File: src/rtl/imuldiv_muldiv_dispatch.sv
// rtl/imuldiv_muldiv_dispatch.sv - muldiv front end: decode fn, issue to mul/div unit, return 64-bit result
module imuldiv_muldiv_dispatch #(
    parameter int FN_W  = 3,
    parameter int CNT_W = 16
) (
    input  logic             clk,
    input  logic             reset,

    input  logic [FN_W-1:0]  muldivreq_msg_fn,
    input  logic [31:0]      muldivreq_msg_a,
    input  logic [31:0]      muldivreq_msg_b,
    input  logic             muldivreq_val,
    output logic             muldivreq_rdy,

    output logic [63:0]      muldivresp_msg_result,
    output logic             muldivresp_val,
    input  logic             muldivresp_rdy,

    output logic [31:0]      mulreq_msg_a,
    output logic [31:0]      mulreq_msg_b,
    output logic             mulreq_val,
    input  logic             mulreq_rdy,
    input  logic [63:0]      mulresp_msg_result,
    input  logic             mulresp_val,
    output logic             mulresp_rdy,

    output logic [1:0]       divreq_msg_fn,
    output logic [31:0]      divreq_msg_a,
    output logic [31:0]      divreq_msg_b,
    output logic             divreq_val,
    input  logic             divreq_rdy,
    input  logic [63:0]      divresp_msg_result,
    input  logic             divresp_val,
    output logic             divresp_rdy,

    output logic [CNT_W-1:0] ops_done
);

    localparam logic [FN_W-1:0] FN_MUL      = FN_W'(0);
    localparam logic [FN_W-1:0] FN_MAX_LEGAL = FN_W'(4);

    typedef enum logic [1:0] {
        S_IDLE  = 2'd0,
        S_ISSUE = 2'd1,
        S_WAIT  = 2'd2,
        S_RESP  = 2'd3
    } state_t;

    state_t           state_q,    state_d;
    logic [FN_W-1:0]  fn_q,       fn_d;
    logic [31:0]      a_q,        a_d;
    logic [31:0]      b_q,        b_d;
    logic [63:0]      result_q,   result_d;
    logic [CNT_W-1:0] ops_done_q, ops_done_d;

    logic sel_mul;
    logic in_idle;
    logic req_fire;
    logic unit_req_fire;
    logic unit_resp_fire;
    logic out_fire;

    // Unit select comes from the latched fn so it is stable for the whole operation.
    assign sel_mul = (fn_q == FN_MUL);
    assign in_idle = (state_q == S_IDLE);

    // Every handshake output is a decode of registered state only; request
    // ready is additionally held low while reset is asserted.
    assign muldivreq_rdy  = in_idle && !reset;
    assign mulreq_val     = (state_q == S_ISSUE) &&  sel_mul;
    assign divreq_val     = (state_q == S_ISSUE) && !sel_mul;
    assign mulresp_rdy    = (state_q == S_WAIT)  &&  sel_mul;
    assign divresp_rdy    = (state_q == S_WAIT)  && !sel_mul;
    assign muldivresp_val = (state_q == S_RESP);

    assign muldivresp_msg_result = result_q;
    assign mulreq_msg_a  = a_q;
    assign mulreq_msg_b  = b_q;
    assign divreq_msg_a  = a_q;
    assign divreq_msg_b  = b_q;
    // Divider encoding is the pipeline encoding shifted down by one (DIV=1 -> 0).
    assign divreq_msg_fn = 2'(fn_q - FN_W'(1));
    assign ops_done      = ops_done_q;

    assign req_fire       = muldivreq_val && muldivreq_rdy;
    assign unit_req_fire  = sel_mul ? (mulreq_val && mulreq_rdy) : (divreq_val && divreq_rdy);
    assign unit_resp_fire = sel_mul ? (mulresp_val && mulresp_rdy) : (divresp_val && divresp_rdy);
    assign out_fire       = muldivresp_val && muldivresp_rdy;

    // Next-state and datapath register updates for the four-state dispatch FSM.
    always_comb begin
        state_d    = state_q;
        fn_d       = fn_q;
        a_d        = a_q;
        b_d        = b_q;
        result_d   = result_q;
        ops_done_d = ops_done_q;
        case (state_q)
            S_IDLE: begin
                if (req_fire) begin
                    fn_d = muldivreq_msg_fn;
                    a_d  = muldivreq_msg_a;
                    b_d  = muldivreq_msg_b;
                    if (muldivreq_msg_fn <= FN_MAX_LEGAL) begin
                        state_d = S_ISSUE;
                    end else begin
                        // Illegal function: answer zero without touching either unit.
                        result_d = 64'd0;
                        state_d  = S_RESP;
                    end
                end
            end
            S_ISSUE: begin
                if (unit_req_fire) begin
                    state_d = S_WAIT;
                end
            end
            S_WAIT: begin
                // Only the selected unit's response can fire; the other unit's
                // resp_rdy is low so a stray valid from it is never consumed.
                if (unit_resp_fire) begin
                    result_d = sel_mul ? mulresp_msg_result : divresp_msg_result;
                    state_d  = S_RESP;
                end
            end
            S_RESP: begin
                if (out_fire) begin
                    ops_done_d = ops_done_q + CNT_W'(1);
                    state_d    = S_IDLE;
                end
            end
            default: begin
                state_d = S_IDLE;
            end
        endcase
    end

    // State and datapath registers; reset abandons any in-flight operation.
    always_ff @(posedge clk or posedge reset) begin
        if (reset) begin
            state_q    <= S_IDLE;
            fn_q       <= '0;
            a_q        <= '0;
            b_q        <= '0;
            result_q   <= '0;
            ops_done_q <= '0;
        end else begin
            state_q    <= state_d;
            fn_q       <= fn_d;
            a_q        <= a_d;
            b_q        <= b_d;
            result_q   <= result_d;
            ops_done_q <= ops_done_d;
        end
    end

endmodule

File: config.mk
export PLATFORM = sky130hd
export DESIGN_NAME = imuldiv_muldiv_dispatch
export DESIGN_NICKNAME = d
export VERILOG_FILES = /design/src/rtl/imuldiv_muldiv_dispatch.sv
export SDC_FILE = /design/constraint.sdc
export NUM_CORES = 1
export LEC_CHECK = 0
export BUFFER_PORTS_ARGS = -buffer_cell sky130_fd_sc_hd__buf_2
export CORE_AREA = 2 2 164 166
export DETAILED_ROUTE_END_ITERATION = 7
export DIE_AREA = 0 0 166 168
export GPL_ROUTABILITY_DRIVEN = 0
export GPL_TIMING_DRIVEN = 0
export PLACE_DENSITY = 0.66
export SLEW_MARGIN = 20
export SYNTH_ARGS = -nofsm -noshare
export SYNTH_HDL_FRONTEND = slang
export SYNTH_SLANG_ARGS = --single-unit
File: constraint.sdc
create_clock -name clk -period 11.25 [get_ports clk]
set_input_delay 1.6875 -clock clk [delete_from_list [all_inputs] [get_ports clk]]
set_output_delay 1.6875 -clock clk [all_outputs]
set_load 0.01 [all_outputs]
==> impl_metrics.py, run 1 <==
metrics = {
    "drt": {
        "drc": 0,
        "ant_nets": 0,
        "drt-total-wl_um": 21300,
        "first_iter_violations": 203,
        "viasPerCell": 4.32,
        "wl_per_cell_um": 16.3,
        "drt_first_pass_iters": 4,
        "vias": 5637,
    },
    "cells_and_area": {
        "final_area_um2": 10400,
        "area_growth_pct": 43.6,
        "fin_nets": 1162,
        "final_cells": 1306,
        "drive_gt1_share_pct": 69.2,
    },
    "floorplan": {
        "die_h_um": 168,
        "die-area_um2": 27900,
        "ios": 419,
        "dieWidth_um": 166,
        "start_util_pct": 27.6,
        "rows": 60,
        "core_area_um2": 26400,
    },
    "synth": {
        "synthCells": 514,
        "syn-mean-instance-area_um2": 14.1,
        "synth_cell_types": 33,
        "synth_area_um2": 7260,
        "syn_nets": 724,
        "ys.flop_type": "dfrtp_1",
        "async_flop_share_pct": 100,
        "ys.warnings.count": 0,
        "ys_ff_latch": 149,
        "yosysSeqAreaShare_pct": 51.3,
        "synth_edf_count": 0,
    },
    "place": {
        "dp.cells": 1274,
        "post_dp_cell_area_um2": 9820,
        "port_buffers": 418,
        "dp_hpwl_um": 16900,
    },
    "timing": {
        "drv_slew": 0,
        "post-route-period-util_pct": 34.4,
        "skew_ns": 0.0112,
        "setup_viol": 0,
        "min_period_ns": 3.87,
        "setup-tns-final_ns": 0,
        "tightestPinTransition_ns": 0.784,
        "max-slew-margin-rel_pct": 47.7,
        "report.final.hold_viol_count": 0,
        "timing.fmax_mhz": 258,
        "grt_setup_unrepaired": "false",
    },
    "power_and_ir_drop": {
        "vdd_ir_drop_max_uv": 124,
        "p_per_area_nw_per_um2": 275,
        "seqPwrFrac_pct": 30.1,
        "switching_share_pct": 34.8,
        "switching_power_w": 0.000996,
        "p_clk_share_pct": 21.0,
        "p_int_w": 0.00187,
        "leakagePower_nw": 5.77,
        "combPwrFrac_pct": 48.9,
    },
    "setup_path": {
        "cp_slowest_cell": "clkbuf_1",
        "arrival_ns": 2.18,
        "crit_path_cell_trace": "inv_1, ha_1, and3b_4, clkbuf_1, buf_2",
        "path_delay_family": "buffers and inverters",
        "max_stage_delay_ns": 0.46,
        "critPathMaxFanout": 10,
        "crit_required_ns": 9.56,
        "worst_setup_path_start_kind": "register",
        "worstSetupPathType": "reg -> out",
        "crit_path_end_kind": "output port",
        "cp.buffers_inverters": 3,
    },
    "clocking": {
        "cts_max_path_buffers": 2,
        "cts_resized": 0,
        "cts.clk_slew.worst_paths_ns": 0.07,
        "clkSinkCount": 149,
        "cts_tree": "done",
        "clk_latency_ns": 0.42,
        "holdBufCountCts": 0,
        "cts_root_buf": "clkbuf_16",
        "numCtsBuffers": 17,
        "cts_setup_buffers": 0,
        "htree_levels": 4,
    },
    "global_routing": {
        "track_usage_pct": 15.0,
        "grt_pass1_vias": 5697,
        "antenna_found_initial": 4,
        "grt_max_degree": 96,
        "grt_pass1_wl_um": 32400,
        "grt_overflow": 0,
    },
    "job": {
        "cap_violations": 0,
    },
    "min_path": {
        "hold_class": "reg -> reg",
    },
    "outcome": {
        "status": "finished, final reports clean",
    },
}
[per-layer routing]
metal | up-vias | track usage (%) | routed length (um)
li1 | 2642 | - | -
met1 | 2719 | 17.7 | 8600
met2 | 260 | 26.5 | 10700
met3 | 12 | 5.24 | 1750
met4 | 4 | 3.33 | 161
met5 | - | 0 | 22
[final timing paths]
| kind | startpoint | to | slack, ns | cells after the start |
|---|---|---|---|---|
| worst max-delay path | state_q[0] | mulresp_rdy | 7.38 | 5 |
| worst min-delay path | ops_done[15] | ops_done[15] | 0.47 | 1 |
| worst max register to register | state_q[0] | divreq_msg_b[18] | 8.97 | 7 |
| worst min register to register | ops_done[15] | ops_done[15] | 0.47 | 1 |
| max in group asynchronous | reset | muldivresp_msg_result[11] | 9.08 | 3 |
| min in group asynchronous | reset | muldivresp_msg_result[50] | 1.43 | 2 |
[cell usage in the layout, fill, tap and decap left out, drive strengths merged, types with 3 or more instances in the layout]
cell | Yosys | routed
a22o | 64 | 64
xor2 | 5 | 5
dfrtp | 149 | 149
ha | 7 | 7
nand2 | 9 | 9
nand4 | 3 | 3
clkinv | 0 | 3
xnor2 | 10 | 10
mux2i | 3 | 3
nand3 | 5 | 5
bufinv | 0 | 3
inv | 12 | 16
mux2 | 133 | 133
nor2 | 7 | 7
clkbuf | 15 | 34
buf | 76 | 495
[power groups by stage]
stage | sequential [W] | combinational (W) | clock, W
3_5_place_dp | 0.000872 | 0.00142 | 0
5_1_grt | 0.000892 | 0.00151 | 0.000649
2_1_floorplan | 0.000932 | 0.000865 | 0
3_3_place_gp | 0.000867 | 0.00140 | 0
6_report | 0.000863 | 0.00140 | 0.000601
4_1_cts | 0.000865 | 0.00142 | 0.000621
[logic make-up after synthesis]
| family | after synthesis | share of synthesized area (%) |
|---|---|---|
| xor gates and xnor gates | 15 | 1.81 |
| adders and majority gates | 7 | 1.21 |
| and+or+nand+nor | 35 | 2.74 |
| AOI/OAI and AO/OA | 69 | 8.49 |
| muxes | 136 | 24.3 |
| DFF | 149 | 51.3 |
| buffers and inverters | 103 | 10.1 |
[state kept, by name, summed over array words and instances, names as in the netlist]
signal and flops:
state_q 2, muldivresp_msg_result 64, divreq_msg_b 32, divreq_msg_a 32
fn_q 3, ops_done 16
[cell type report]
class	instances	area, um2
clock buffers	19	443
well taps	341	427
inverters	12	52.6
clock inverters	12	169
fillers	2559	15900
multi-input cells	262	2800
plain buffers	91	687
diodes	1	2.50
flip-flops and latches	149	3730
repair buffers	419	2120
[cells in the mapped netlist (all sizes together) (5+ instances only)]
library cell	count	share of area, %
a22o	64	7.7
buf	76	8.7
clkbuf	15	0.78
dfrtp	149	51
ha	7	1.2
inv	12	0.62
mux2	133	24
nand2	9	0.57
nand3	5	0.34
nor2	7	0.36
xnor2	10	1.2
xor2	5	0.60
[worst register-to-register path, stage by stage, from the launching register on]
cell and delay, ns:
dfrtp_1 0.38, inv_1 0.10, ha_1 0.24, nor2b_1 0.15, nand2_1 0.25, buf_2 0.36
buf_2 0.32, mux2_2 0.37
[per-stage QoR]
| step | total power (W) | setup slack (ns) | hold slack, ns | util [%] |
|---|---|---|---|---|
| after floorplan | 0.00180 | 5.55 | 0.479 | - |
| after global placement | 0.00227 | 3.47 | 0.458 | 37.1 |
| after detailed placement | 0.00230 | 7.38 | 0.469 | 37.3 |
| after CTS | 0.00291 | 7.28 | 0.478 | 39.6 |
| after global routing | 0.00305 | 7.21 | 0.484 | 39.6 |
| final | 0.00286 | 7.38 | 0.472 | 39.6 |
No activity file was read; power rests on OpenSTA's default activity.
==> run 2: changes to the inputs <==
--- a/config.mk
+++ b/config.mk
@@ -5,13 +5,14 @@
 export SDC_FILE = /design/constraint.sdc
 export NUM_CORES = 1
 export LEC_CHECK = 0
+export ABC_AREA = 1
 export BUFFER_PORTS_ARGS = -buffer_cell sky130_fd_sc_hd__buf_2
-export CORE_AREA = 2 2 164 166
+export CORE_AREA = 2 2 162 164
 export DETAILED_ROUTE_END_ITERATION = 7
-export DIE_AREA = 0 0 166 168
+export DIE_AREA = 0 0 164 166
 export GPL_ROUTABILITY_DRIVEN = 0
 export GPL_TIMING_DRIVEN = 0
-export PLACE_DENSITY = 0.66
+export PLACE_DENSITY = 0.68
 export SLEW_MARGIN = 20
 export SYNTH_ARGS = -nofsm -noshare
 export SYNTH_HDL_FRONTEND = slang
==> constraint.sdc (replaced) <==
create_clock -name clk -period 3.7 [get_ports clk]
set_input_delay 0.555 -clock clk [delete_from_list [all_inputs] [get_ports clk]]
set_output_delay 0.555 -clock clk [all_outputs]
set_load 0.01 [all_outputs]
==> impl_metrics.py, run 2 <==
metrics = {
    "timing": {
        "min_period_ns": 2.95,
        "max-slew-margin-rel_pct": 48.1,
        "report.final.hold_viol_count": 0,
        "skew_ns": 0.0144,
        "grt_setup_unrepaired": "false",
        "timing.fmax_mhz": 339,
        "drv_slew": 0,
        "setup_viol": 0,
        "post-route-period-util_pct": 79.7,
        "tightestPinTransition_ns": 0.779,
        "whs_ns": 0.237,
    },
    "clocking": {
        "cts_tree": "done",
        "clk_latency_ns": 0.42,
        "cts.clk_slew.worst_paths_ns": 0.06,
        "cts_setup_buffers": 0,
        "htree_levels": 4,
        "cts_resized": 0,
        "clkSinkCount": 149,
        "holdBufCountCts": 0,
        "numCtsBuffers": 17,
        "cts_max_path_buffers": 2,
        "cts_root_buf": "clkbuf_16",
    },
    "floorplan": {
        "start_util_pct": 29.2,
        "rows": 59,
        "ios": 419,
        "core_area_um2": 25600,
        "die-area_um2": 27200,
        "dieWidth_um": 164,
        "die_h_um": 166,
    },
    "synth": {
        "syn_nets": 1064,
        "synth_cell_types": 22,
        "ys_ff_latch": 149,
        "ys.warnings.count": 0,
        "synth_area_um2": 7470,
        "synth_edf_count": 0,
        "syn-mean-instance-area_um2": 8.75,
        "yosysMostFrequentCell": "nand2_1",
        "synth_common_cells": "nand2_1 (304), dfrtp_1 (149), nand3_1 (139)",
        "async_flop_share_pct": 100,
        "synthCells": 854,
        "synth.area.top_cells": "dfrtp_1 (50%), nand2_1 (15%), mux2_2 (9.6%), nand3_1 (9.3%), buf_4 (6.7%)",
        "ys.flop_type": "dfrtp_1",
        "netlist.area_leader.share_pct": 49.9,
        "yosysSeqAreaShare_pct": 49.9,
        "yosysTopAreaCell": "dfrtp_1",
    },
    "job": {
        "cap_violations": 0,
    },
    "setup_path": {
        "cp_slowest_cell": "dfrtp_1",
        "worstSetupPathType": "reg -> out",
        "crit_path_cell_trace": "inv_1, ha_1, clkbuf_1, buf_2, buf_2, nand2_1, inv_1, buf_2",
        "critPathMaxFanout": 10,
        "arrival_ns": 2.40,
        "cpMostUsedCell": "buf_2",
        "crit_required_ns": 3.14,
        "max_stage_delay_ns": 0.41,
        "worst_setup_path_start_kind": "register",
        "crit_path_end_kind": "output port",
    },
    "drt": {
        "ant_nets": 0,
        "wl_per_cell_um": 15.8,
        "vias": 7294,
        "viasPerCell": 4.44,
        "drt-total-wl_um": 26000,
        "drc": 0,
        "drt_first_pass_iters": 4,
        "first_iter_violations": 466,
    },
    "cells_and_area": {
        "multi_input_area_um2": 2880,
        "fin_nets": 1502,
        "regArea_um2": 3730,
        "post-route-util_pct": 41.5,
        "fillers": 2612,
        "largest_reg_flops": 64,
        "drive_gt1_share_pct": 47.4,
        "layout_commonest_cell": "buf_2",
        "area_growth_pct": 42.3,
        "final_cell_mix": "buf_2 (450), nand2_1 (304), dfrtp_1 (149)",
    },
    "place": {
        "port_buffers": 418,
        "dp_hpwl_um": 20400,
    },
    "global_routing": {
        "grt_max_degree": 83,
        "antenna_found_initial": 5,
        "track_usage_pct": 18.5,
        "grt_overflow": 0,
        "grt_pass1_vias": 6917,
        "grt_pass1_wl_um": 38600,
    },
    "outcome": {
        "status": "finished, final reports clean",
    },
    "power_and_ir_drop": {
        "p_per_area_nw_per_um2": 825,
        "leakagePower_nw": 6.25,
        "vdd_ir_drop_max_uv": 423,
    },
    "min_path": {
        "hold_class": "in -> async",
    },
}
## run 2: cell count changes after synthesis, sizes merged, moves of 3 or more
cell,delta
nand2,+296
nand3,+134
mux2,-69
a22o,-64
buf,+29
inv,+24
nor2,+12
clkbuf,-7
xnor2,-4
mux2i,-3
## run 2: worst max-delay path: cells and delay by family, from the launching register on
kind          cells  cell delay (ns)
simple gates      1             0.08
flops             1             0.41
fa+ha+maj         1             0.15
buf+inv           6             1.35
## run 2: power breakdown
part           total, W  internal [W]  switching (W)  leakage [nW]
registers       0.00262       0.00219       0.000435          1.89
clock network   0.00179       0.00103       0.000756         0.292
logic           0.00435       0.00188        0.00247          4.06
total           0.00877       0.00510        0.00366          6.25
## run 2: layout make-up
| cell class | count | area share, % |
|---|---|---|
| flip-flops and latches | 149 | 35.1 |
| repair buffers | 419 | 19.9 |
| clock buffers | 18 | 4.13 |
| clock inverters | 14 | 1.54 |
| well taps | 335 | 3.94 |
| inverters | 36 | 1.34 |
| plain buffers | 113 | 6.80 |
| multi-input cells | 556 | 27.1 |
| diodes | 3 | 0.0706 |
## run 2: per-stage QoR
stage | power [W] | instance area (um2) | setup WS, ns | cells | TNS (ns)
floorplan | 0.00519 | 7470 | 0.0832 | 854 | 0
finish | 0.00877 | 10600 | 0.750 | 1643 | 0
detailed placement | 0.00707 | 10000 | 0.398 | 1608 | 0
global route | 0.00940 | 10600 | 0.525 | 1643 | 0
global placement | 0.00699 | 9980 | -2.03 | 1607 | -264.59
CTS | 0.00891 | 10600 | 0.659 | 1640 | 0
## run 2: final timing paths
| check | from | endpoint | slack (ns) | cells past startpoint |
|---|---|---|---|---|
| min in group clk | muldivreq_msg_b[9] | divreq_msg_b[9] | 0.37 | 2 |
| max in group asynchronous | reset | divreq_msg_a[1] | 2.68 | 3 |
| worst max-delay path | state_q[0] | mulresp_rdy | 0.75 | 8 |
| worst min register to register | muldivresp_msg_result[22] | muldivresp_msg_result[22] | 0.47 | 2 |
| worst max register to register | state_q[0] | muldivresp_msg_result[49] | 1.36 | 11 |
| worst min-delay path | reset | muldivresp_msg_result[49] | 0.24 | 2 |
## run 2: cell families (layout without fill, tap and decap cells)
group	count (synthesis)	in the layout	share of synthesized area, %
simple gates	470	470	26.3
mux	64	64	9.65
xor+xnor	10	10	1.17
other cells	0	3	0
fa+ha+maj	7	7	1.17
flops	149	149	49.9
buf+inv	149	600	11.5
compound gates	5	5	0.335
## run 2: per-layer routing
| metal | up-vias | GRT usage, % | part of all wire [%] |
|---|---|---|---|
| met5 | - | 0 | 0.10 |
| met1 | 3396 | 22.7 | 41 |
| met3 | 32 | 3.92 | 6.8 |
| met2 | 318 | 32.5 | 50 |
| met4 | 4 | 5.45 | 1.9 |
| li1 | 3544 | - | - |
